<file path="config.mk">
export PLATFORM = sky130hd
export DESIGN_NAME = seq_chunk_adder
export DESIGN_NICKNAME = d
export VERILOG_FILES = /design/src/rtl/seq_chunk_adder.sv
export SDC_FILE = /design/constraint.sdc
export NUM_CORES = 1
export LEC_CHECK = 0
export CAP_MARGIN = 20
export CELL_PAD_IN_SITES_DETAIL_PLACEMENT = 2
export CELL_PAD_IN_SITES_GLOBAL_PLACEMENT = 2
export CORE_ASPECT_RATIO = 0.7
export CORE_MARGIN = 5
export CORE_UTILIZATION = 33
export CTS_CLUSTER_SIZE = 8
export DETAILED_ROUTE_END_ITERATION = 8
export GPL_TIMING_DRIVEN = 0
export MAX_ROUTING_LAYER = met4
export PLACE_DENSITY_LB_ADDON = 0.1
export SLEW_MARGIN = 10
export SYNTH_ARGS = -nofsm -noshare
export SYNTH_HDL_FRONTEND = slang
export SYNTH_SLANG_ARGS = --single-unit
</file>
<file path="constraint.sdc">
create_clock -name clk -period 6.2 [get_ports clk]
set_input_delay 0.62 -clock clk [delete_from_list [all_inputs] [get_ports clk]]
set_output_delay 0.62 -clock clk [all_outputs]
set_load 0.01 [all_outputs]
</file>
<file path="src/rtl/seq_chunk_adder.sv">
// seq_chunk_adder: multi-cycle A +/- ext(B) built from one CHUNK-bit ripple
// slice and a registered carry. Operands are captured on acceptance, one slice
// is resolved per RUN cycle, and the (A_WIDTH+1)-bit result is presented in
// DONE under a valid/ready handshake.
module seq_chunk_adder #(
  parameter int A_WIDTH    = 61,
  parameter int B_WIDTH    = 48,
  parameter int CHUNK      = 16,
  parameter int SIGN_EXT_B = 0
) (
  input  logic               clk,
  input  logic               rst_n,
  input  logic               in_valid,
  output logic               in_ready,
  input  logic [A_WIDTH-1:0] a,
  input  logic [B_WIDTH-1:0] b,
  input  logic               op_sub,
  input  logic               cin,
  output logic               out_valid,
  input  logic               out_ready,
  output logic [A_WIDTH:0]   sum
);

  localparam int N      = (A_WIDTH + CHUNK - 1) / CHUNK;
  localparam int IDX_W  = (N > 1) ? $clog2(N) : 1;
  localparam int LAST_W = A_WIDTH - (N - 1) * CHUNK;
  localparam logic [IDX_W-1:0] IDX_LAST = IDX_W'(N - 1);

  if (B_WIDTH > A_WIDTH) begin : g_chk_b_width
    $error("seq_chunk_adder: B_WIDTH must not exceed A_WIDTH");
  end
  if (CHUNK < 1 || CHUNK > A_WIDTH) begin : g_chk_chunk
    $error("seq_chunk_adder: CHUNK must lie in 1..A_WIDTH");
  end

  typedef enum logic [1:0] {
    IDLE = 2'd0,
    RUN  = 2'd1,
    DONE = 2'd2
  } state_t;

  state_t state_q;
  state_t state_d;

  logic                 accept;
  logic [A_WIDTH-1:0]   a_reg;
  logic [A_WIDTH-1:0]   b_reg;
  logic [A_WIDTH-1:0]   b_ext;
  logic signed [B_WIDTH-1:0] b_s;
  logic                 carry;
  logic [IDX_W-1:0]     idx;
  logic [A_WIDTH:0]     sum_reg;
  logic [A_WIDTH:0]     sum_next;
  logic [CHUNK-1:0]     a_chunk;
  logic [CHUNK-1:0]     b_chunk;
  logic [CHUNK:0]       chunk_sum;

  assign b_s    = b;
  assign b_ext  = (SIGN_EXT_B != 0) ? A_WIDTH'(b_s) : A_WIDTH'(b);
  assign accept = in_valid & in_ready;
  assign sum    = sum_reg;

  // State register; reset aborts any operation in flight
  always_ff @(posedge clk or negedge rst_n) begin
    if (!rst_n) begin
      state_q <= IDLE;
    end else begin
      state_q <= state_d;
    end
  end

  // Next-state logic and handshake outputs decoded from the state
  always_comb begin
    state_d   = state_q;
    in_ready  = 1'b0;
    out_valid = 1'b0;
    case (state_q)
      IDLE: begin
        in_ready = 1'b1;
        if (in_valid) state_d = RUN;
      end
      RUN: begin
        if (idx == IDX_LAST) state_d = DONE;
      end
      DONE: begin
        out_valid = 1'b1;
        if (out_ready) state_d = IDLE;
      end
      default: state_d = IDLE;
    endcase
  end

  // Slice select and ripple add; bits past A_WIDTH in the last slice stay zero
  // so the final carry-out lands on bit LAST_W of the slice sum
  always_comb begin
    a_chunk = '0;
    b_chunk = '0;
    for (int i = 0; i < A_WIDTH; i++) begin
      if (idx == IDX_W'(i / CHUNK)) begin
        a_chunk[i % CHUNK] = a_reg[i];
        b_chunk[i % CHUNK] = b_reg[i];
      end
    end
    chunk_sum = {1'b0, a_chunk} + {1'b0, b_chunk} + {{CHUNK{1'b0}}, carry};
    sum_next  = sum_reg;
    for (int i = 0; i < A_WIDTH; i++) begin
      if (idx == IDX_W'(i / CHUNK)) begin
        sum_next[i] = chunk_sum[i % CHUNK];
      end
    end
    if (idx == IDX_LAST) begin
      sum_next[A_WIDTH] = chunk_sum[LAST_W];
    end
  end

  // Operand capture; subtraction folds into addition of the inverted operand
  always_ff @(posedge clk) begin
    if (accept) begin
      a_reg <= a;
      b_reg <= op_sub ? ~b_ext : b_ext;
    end
  end

  // Carry, slice index and result accumulation
  always_ff @(posedge clk or negedge rst_n) begin
    if (!rst_n) begin
      carry   <= 1'b0;
      idx     <= '0;
      sum_reg <= '0;
    end else if (accept) begin
      carry   <= op_sub | cin;
      idx     <= '0;
      sum_reg <= '0;
    end else if (state_q == RUN) begin
      carry   <= chunk_sum[CHUNK];
      idx     <= idx + IDX_W'(1);
      sum_reg <= sum_next;
    end
  end

endmodule
</file>
==> results.json <==
{
  "num_rows": 47,
  "r2r_start": "idx[0]",
  "relSlewSlack": 0.3951,
  "pre_cts_slack_ns": 1.456,
  "worstSetupEndpointType": "flop",
  "powerDensity_mw_per_mm2": 604.3,
  "postCtsHoldBufs": 0,
  "clk_latency_ns": 0.44,
  "ys_top_cells_by_area": "edfxtp_1 (41%), dfrtp_1 (21%), xor2_1 (5.9%)",
  "worstSetupPathType": "reg2reg",
  "maxCapViolations": 0,
  "power_mw": 6.566,
  "grt_max_degree": 63,
  "regToRegSetupSlack_ns": 1.36,
  "vias_per_cell": 5.083,
  "grt_setup_unrepaired": "no",
  "syn-num-nets": 821,
  "layout-drive-gt1-share": 0.05351,
  "skew_ns": 0.009269,
  "slew_violations": 0,
  "min_period_ns": 4.837,
  "cts_sinks": 177,
  "worstPathMaxFanout": 10,
  "r2r_cells": 17,
  "synth_top_area_frac": 0.4115,
  "grt_first_pass_wirelength_mm": 41.86,
  "cp_data_required_time_ns": 6.50,
  "status": "complete, no violations",
  "period_share": 0.7801,
  "start_util": 0.3370,
  "max_freq_ghz": 0.2068,
  "setup_ws_ns": 1.363,
  "ys_seq_elements": 177,
  "placed_area_mm2": 0.01026,
  "cts-root-buf": "clkbuf_16",
  "hpwl_mm": 20.65,
  "synth_top_area_cell": "edfxtp_1",
  "placedCellCount": 1183,
  "die_w_um": 196.4,
  "syn_inst": 685,
  "synth_edf_count": 110,
  "hp-class": "in2async",
  "ant_nets": 0,
  "clk_pin_slew_ns": 0.07,
  "core_mm2": 0.02382,
  "drc_errors": 0,
  "die_y_um": 140.5,
  "avgSynthCellArea_um2": 11.72,
  "io_pins": 179,
  "synth.most_common_cell": "edfxtp_1",
  "htree_num_levels": 4,
  "setup_tns_ns": 0,
  "cts_tree": "done",
  "grt_pass1_vias": 7005,
  "synth_commonest_cells": "edfxtp_1 (110), nand2_1 (81), dfrtp_1 (67), nor2_1 (64), o21ai_0 (58)",
  "globalplace.congestion": 0.7574,
  "grt_usage": 0.2041,
  "cellLeakagePower_nw": 4.220,
  "final_cells": 1215,
  "final_area_mm2": 0.01087,
  "wl_mm": 27.16,
  "wl_per_cell_um": 22.35,
  "cp.arrival_ns": 5.14,
  "first_pass_iters": 4,
  "synth_flop_cell": "edfxtp_1",
  "netlist_area_mm2": 0.008026,
  "syn_to_final_growth_pct": 35.37,
  "layout.nets": 1020,
  "gr-total-overflow": 0,
  "cts_setup_buffers": 0,
  "tightest_slew_ns": 0.9074,
  "fillCellCount": 2429,
  "start_kind": "flop",
  "yosysSeqAreaShare": 0.6204,
  "antenna_found_initial": 0,
  "diodes": 0,
  "rr_endpoint": "sum[46]",
  "synth.distinct_cells": 49,
  "port_buffers": 178,
  "drtIter0Drc": 252,
  "die_area_mm2": 0.02759,
  "via_count": 6176,
  "setup_violations": 0,
  "ir_drop_uv": 298.0,
  "yosys_warnings": 0,
  "ys_async_sr_fraction": 0.3785,
  "numCtsBuffers": 17,
  "final_hold_viol_count": 0,
  "cts-resized-gates": 0,
  "largest_reg_flops": 62,
  "clock_path_buffers": 2
}
-- critical path, stage by stage, from the launching register on --
cell	delay, ns
dfrtp_1	0.44
inv_1	0.11
ha_1	0.41
nor2b_1	0.19
clkbuf_1	0.48
buf_2	0.41
a22oi_1	0.12
nor2_1	0.17
a21oi_1	0.06
o21ai_0	0.43
ha_1	0.33
buf_6	0.14
a21o_1	0.17
a31o_1	0.21
a41o_1	0.26
a221oi_2	0.36
xor2_1	0.29
o31ai_1	0.11
-- layout make-up --
type / instances / area [µm²] / share of cell area
plain buffers: 47 / 201.4 / 0.01854
well taps: 318 / 397.9 / 0.03662
repair buffers: 180 / 1834 / 0.1688
multi-input cells: 454 / 2823 / 0.2598
inverters: 7 / 26.28 / 0.002418
clock inverters: 11 / 162.7 / 0.01497
clock buffers: 21 / 440.4 / 0.04053
flip-flops and latches: 177 / 4980 / 0.4583
-- through the flow --
| stage | utilization | hold slack (ns) |
|---|---|---|
| after global placement | 0.4285 | 0.4685 |
| after detailed placement | 0.4309 | 0.4794 |
| after CTS | 0.4562 | 0.01076 |
| after floorplan | - | 0.3244 |
| after global routing | 0.4562 | 0.007780 |
| final | 0.4562 | 0.02382 |
-- layout by cell type (no fill, tap or decap), drive strengths merged, types with 2 or more instances in the layout --
cell and instances:
o211a 2, edfxtp 110, a221o 3, mux2i 3, clkdlybuf4s50 177, a211oi 3, nand2b 6, buf 17
dfrtp 67, a21o 8, bufinv 4, and3b 2, fa 2, nand2 81, o31ai 12, o21ai 60
ha 19, inv 7, nor2 64, a22oi 28, o211ai 2, a22o 17, a21oi 53, nor2b 4
clkinvlp 4, xnor2 7, o21a 5, nand4 3, and2 2, clkinv 3, clkbuf 54, xor2 54
-- per-layer routing --
metal	vias to the layer above	global-route usage	part of all wire
met4	0	0.03526	0.0072
met2	105	0.3309	0.48
li1	2865	-	-
met3	14	0.03601	0.030
met5	-	-	0
met1	3192	0.2745	0.48
-- logic make-up after synthesis --
group           Yosys count  share of synthesized area
xor+xnor                 61                    0.06656
compound gates          200                     0.1585
flops                   177                     0.6204
simple gates            169                    0.08823
mux                       3                   0.003741
fa+ha+maj                21                    0.03461
buf+inv                  54                    0.02790
-- worst max-delay path by stage --
stage          startpoint         to  cells past startpoint
2_1_floorplan    in_valid   a_reg[0]                      4
3_5_place_dp       idx[0]    sum[46]                     17
5_1_grt            idx[0]    sum[46]                     17
3_3_place_gp     in_valid  a_reg[14]                      5
4_1_cts            idx[0]    sum[46]                     17
6_report           idx[0]    sum[46]                     17
-- where the power goes --
part           leakage (nW)  switching [mW]  internal (mW)
clock network         0.278           0.468          0.671
logic                  2.05            2.27           1.32
registers              1.89           0.164           1.67
No activity file was read; power rests on OpenSTA's default activity.
